[src/rtl/count_sequencer.sv]
// Stopwatch-style control FSM: debounces KEY buttons, prescales the count
// enable, freezes a lap value on the display and stops at a programmable limit.
module count_sequencer #(
   parameter int COUNT_W  = 16,
   parameter int TICK_DIV = 12500000,
   parameter int DEBOUNCE = 250000
) (
   input  logic               CLK,
   input  logic               CLR_N,
   input  logic               key_start_n,
   input  logic               key_lap_n,
   input  logic               key_clear_n,
   input  logic [COUNT_W-1:0] limit,
   input  logic [COUNT_W-1:0] count_in,
   output logic               cnt_en,
   output logic               cnt_clr,
   output logic [COUNT_W-1:0] disp_value,
   output logic [2:0]         state,
   output logic               done
);

   localparam int PRE_W = $clog2(TICK_DIV);
   localparam int DB_W  = (DEBOUNCE < 2) ? 1 : $clog2(DEBOUNCE);
   localparam logic [PRE_W-1:0] PRE_LAST = PRE_W'(TICK_DIV - 1);
   localparam logic [DB_W-1:0]  DB_LAST  = DB_W'(DEBOUNCE - 1);

   typedef enum logic [2:0] {
      IDLE  = 3'd0,
      RUN   = 3'd1,
      LAP   = 3'd2,
      PAUSE = 3'd3,
      DONE  = 3'd4
   } state_t;

   state_t cur_state, nxt_state;

   // Key index 0 = start, 1 = lap, 2 = clear; all buttons idle high
   logic [2:0]         key_raw;
   logic [2:0]         sync_a, sync_b, deb_level, press;
   logic [DB_W-1:0]    deb_cnt [3];

   logic               cmd_start, cmd_lap, cmd_clear;
   logic               at_limit, active, capture_lap, tick_nxt;
   logic [PRE_W-1:0]   presc, presc_nxt;
   logic [COUNT_W-1:0] lap_reg;

   assign key_raw = {key_clear_n, key_lap_n, key_start_n};

   always_ff @(posedge CLK or negedge CLR_N) begin
      if (!CLR_N) begin
         sync_a    <= '1;
         sync_b    <= '1;
         deb_level <= '1;
         press     <= '0;
         for (int i = 0; i < 3; i++) deb_cnt[i] <= '0;
      end else begin
         sync_a <= key_raw;
         sync_b <= sync_a;
         for (int i = 0; i < 3; i++) begin
            press[i] <= 1'b0;
            if (sync_b[i] != deb_level[i]) begin
               if (deb_cnt[i] == DB_LAST) begin
                  deb_level[i] <= sync_b[i];
                  deb_cnt[i]   <= '0;
                  press[i]     <= ~sync_b[i];
               end else begin
                  deb_cnt[i] <= deb_cnt[i] + 1'b1;
               end
            end else begin
               deb_cnt[i] <= '0;
            end
         end
      end
   end

   // Clear outranks start, which outranks lap
   assign cmd_clear = press[2];
   assign cmd_start = press[0] & ~press[2];
   assign cmd_lap   = press[1] & ~press[2] & ~press[0];
   assign at_limit  = (count_in == limit);
   assign active    = (cur_state == RUN) || (cur_state == LAP);

   always_comb begin
      nxt_state   = cur_state;
      capture_lap = 1'b0;
      case (cur_state)
         IDLE:  if (cmd_start) nxt_state = RUN;
         RUN: begin
            if (at_limit)       nxt_state = DONE;
            else if (cmd_start) nxt_state = PAUSE;
            else if (cmd_lap) begin
               nxt_state   = LAP;
               capture_lap = 1'b1;
            end
         end
         LAP: begin
            if (at_limit)       nxt_state = DONE;
            else if (cmd_start) nxt_state = PAUSE;
            else if (cmd_lap)   nxt_state = RUN;
         end
         PAUSE: if (cmd_start) nxt_state = RUN;
         DONE:  nxt_state = DONE;
         default: nxt_state = IDLE;
      endcase
      if (cmd_clear) begin
         nxt_state   = IDLE;
         capture_lap = 1'b0;
      end
   end

   // Prescaler freezes in PAUSE/DONE so a resumed run keeps its tick phase
   always_comb begin
      presc_nxt = presc;
      tick_nxt  = 1'b0;
      if (cmd_clear || cur_state == IDLE) begin
         presc_nxt = '0;
      end else if (active && !at_limit) begin
         if (presc == PRE_LAST) begin
            presc_nxt = '0;
            tick_nxt  = 1'b1;
         end else begin
            presc_nxt = presc + 1'b1;
         end
      end
   end

   always_ff @(posedge CLK or negedge CLR_N) begin
      if (!CLR_N) begin
         cur_state  <= IDLE;
         presc      <= '0;
         cnt_en     <= 1'b0;
         cnt_clr    <= 1'b0;
         done       <= 1'b0;
         lap_reg    <= '0;
         disp_value <= '0;
      end else begin
         cur_state  <= nxt_state;
         presc      <= presc_nxt;
         cnt_en     <= tick_nxt;
         cnt_clr    <= cmd_clear;
         done       <= (nxt_state == DONE);
         if (capture_lap) lap_reg <= count_in;
         disp_value <= (cur_state == LAP) ? lap_reg : count_in;
      end
   end

   assign state = cur_state;

endmodule
[config.mk]
export PLATFORM = sky130hd
export DESIGN_NAME = count_sequencer
export DESIGN_NICKNAME = d
export VERILOG_FILES = /design/src/rtl/count_sequencer.sv
export SDC_FILE = /design/constraint.sdc
export NUM_CORES = 1
export LEC_CHECK = 0
export CAP_MARGIN = 25
export CORE_MARGIN = 2
export CORE_UTILIZATION = 45
export CTS_BUF_LIST = sky130_fd_sc_hd__clkbuf_4 sky130_fd_sc_hd__clkbuf_8
export DETAILED_ROUTE_END_ITERATION = 6
export PLACE_DENSITY = 0.65
export SETUP_SLACK_MARGIN = 0.1
export SYNTH_ARGS = -nofsm -noshare
export SYNTH_HDL_FRONTEND = slang
export SYNTH_SLANG_ARGS = --single-unit
[constraint.sdc]
create_clock -name CLK -period 4.6 [get_ports CLK]
set_clock_uncertainty 0.15 [all_clocks]
set_input_delay 0.92 -clock CLK [delete_from_list [all_inputs] [get_ports CLK]]
set_output_delay 0.92 -clock CLK [all_outputs]
set_load 0.005 [all_outputs]
==> run summary <==
utilization after layout - 55.0%
drc violations - 0
Critical Path AT - 3.33 ns
# IOs - 59
number of synthesized flops with an enable pin - 0
Max Slew Vio Count - 0
Initial Util - 46.4%
Routed wire per std cell - 14.4 um
Synthesis Warnings - 0
commonest cells in the synthesized netlist - dfrtp_1 (119), nor2_1 (89), xor2_1 (42)
worst-margin pin slew - 0.749 ns
synth unique cells - 60
Crit Path Max Fanout - 19
clk root buf - clkbuf_8
ys async rst share - 100%
Die ar. - 14,700 um^2
Setup Fix Bufs, Post-CTS - 0
post-synth net total - 619
top post-synthesis cells by area - dfrtp_1 (48%), xor2_1 (6.0%), nor2_1 (5.4%)
Via Count - 4,407
grt ovf - 0
cell count after placement - 797
number of global-route vias before repair - 4,406
post-route cell area - 7320 um^2
# setup viols final - 0
final std cells w/o fill - 829
CP Cell Sequence - clkdlybuf4s50_1, xor2_1, nor4_2, nand4_4, nand2_1, nor2_1, a221o_1
Placed Area - 6890 um^2
NumNets Final - 682
die extent in x - 121 um
GR Util All Layers - 17.8%
DR vias/cell - 5.32
Critical Path RT - 4.77 ns
cell area power density - 328 nW/um^2
TritonCTS clock tree - built
RSZ-0062 raised after global routing - false
Primary FF master, synth - dfrtp_1
minimum clock period - 3.17 ns
top-area cell type share of the netlist area - 48.2%
Reg-to-Reg Start - presc[0]$_DFFE_PN0P_
core area - 13,300 um^2
GRT busiest layer - met2
Peak VDD IR - 0.226 mV
status - complete, no violations
worst path bufs/invs - 1
CP max-delay cell - nand2_1
Worst-path clk slew - 0.07 ns
cts bufs inserted - 17
Largest regs - deb_cnt x54, presc x24
setup slack after placement - 1.01 ns
Final Cycle Share - 68.9%
Final Hold Fails - 0
met1 usage - 22.4%
f_max - 316 MHz
Routed WL - 11.9 mm
Initial DRC Count - 259
share of layout cells above drive strength 1 - 14.1%
num rows - 42
M3 GR Usage - 4.89%
Hold-fix buffers, CTS - 0
Biggest register - deb_cnt
Leakage - 3.11 nW
initial antenna violation count - 0
max reg flops - 54
Synth Instances - 578
syn_area_per_cell - 10.7 um^2
#FFs+latches synth - 128
diode count - 0
CP Class - in -> reg
synthesized cell area - 6170 um^2
Initial DRT Pass Iterations - 4
number of antenna-violating nets in the routed design - 0
IO buf count - 58
Final HPWL DP - 8.35 mm
Worst path top cell family by delay - simple AND/OR/NAND/NOR gates
Max-Cap Viols - 0
fin worst setup slack - 1.43 ns
crit path launch - count_in[8]
worst stage delay on the critical path - 0.52 ns
met2 Resource Use GR - 29.8%
die height - 121 um
cell type with the largest total area after synthesis - dfrtp_1
HP Class - in -> async
Clock Sink Count - 128
htree depth - 4
area growth from synthesis to layout - 18.5%
worst rel slew slack - 50.1%
first-pass GRT wire length - 20.7 mm
maximum number of pins on one net before global-route repair - 77
Worst Setup Start Kind - input port
Clock Latency Late Sink - 0.44 ns
Setup TNS - 0 ns
Resize count post-CTS - 0
count leader, synth - dfrtp_1
Worst Setup End Kind - flip-flop
GP Congestion - 0.814
share of the yosys chip area belonging to registers - 52.1%
CTS Buffer Depth - 2
## worst register-to-register path: cells and delay by family, from the launching register on
kind                       cells  cell delay (ns)
adders and majority gates      1             0.23
DFF                            1             0.38
and+or+nand+nor                4             0.97
AOI/OAI and AO/OA              2             0.80
## logic make-up after synthesis
family / share of synthesized area [%]
AND/OR/NAND/NOR: 22.1
multiplexers: 6.38
adder cells (fa/ha/maj): 0.811
buffers and inverters: 2.43
AO/OA/AOI/OAI: 6.59
XOR/XNOR: 9.65
flip-flops: 52.1
## layout make-up
class,instances,area (um^2)
fill,1180,5980
sequential,128,3210
multi-input combinational,421,2810
timing repair buffer,64,643
clock buffer,22,290
tap,176,220
clock inverter,9,106
inverter,9,33.8
## per-stage QoR
stage / hold WS, ns / power, mW
floorplan: 0.195 / 1.36
global placement: 0.197 / 1.46
detailed placement: 0.197 / 1.47
CTS: 0.207 / 2.44
global route: 0.0801 / 2.53
finish: 0.112 / 2.40
## final timing paths
path | to | slack, ns | cells after the start
setup / recovery | presc[21]$_DFFE_PN0P_ | 1.43 | 7
hold reg to reg | sync_b[0]$_DFF_PN1_ | 0.21 | 0
max in group asynchronous | disp_value[6]$_DFF_PN0_ | 3.25 | 3
hold / removal | disp_value[7]$_DFF_PN0_ | 0.11 | 1
min in group CLK | sync_b[0]$_DFF_PN1_ | 0.21 | 0
setup reg to reg | presc[21]$_DFFE_PN0P_ | 1.94 | 7
## cells in the final DEF, fill, tap and decap left out, types with 3 or more instances in the layout
master and n:
a21oi_1 11, clkbuf_8 20, nand2_1 35, nand4_1 13, or4_1 4, and3_1 9, clkinv_2 3, nand3_1 34
nor4b_1 4, a31oi_1 5, mux2_2 25, inv_1 9, or3_1 7, o41ai_1 3, nor3b_1 8, xor2_1 42
o31ai_1 4, xnor2_1 26, clkdlybuf4s50_1 57, nor4_1 7, nor4_2 4, o21ai_0 13, nor3_1 14, dfrtp_1 119
dfstp_2 9, nor2_1 89, and4_1 5, buf_4 6, o211ai_1 4, ha_1 4, or2_2 3, nand2b_1 3
mux2_1 10, clkinvlp_4 3, a221o_1 3
## routing by layer
layer  up-vias  part of all wire (%)
met5         -                     0
met4         0                  0.96
met3         9                   3.1
met2        54                    50
met1      2180                    46
li1       2164                     -
## power breakdown
| group | total, mW | internal (mW) | leakage, nW | switching [mW] |
|---|---|---|---|---|
| sequential | 1.23 | 1.18 | 1.68 | 0.0563 |
| combinational | 0.216 | 0.112 | 1.23 | 0.104 |
| clock | 0.953 | 0.532 | 0.198 | 0.421 |
Power figures use the tool's default switching activity.
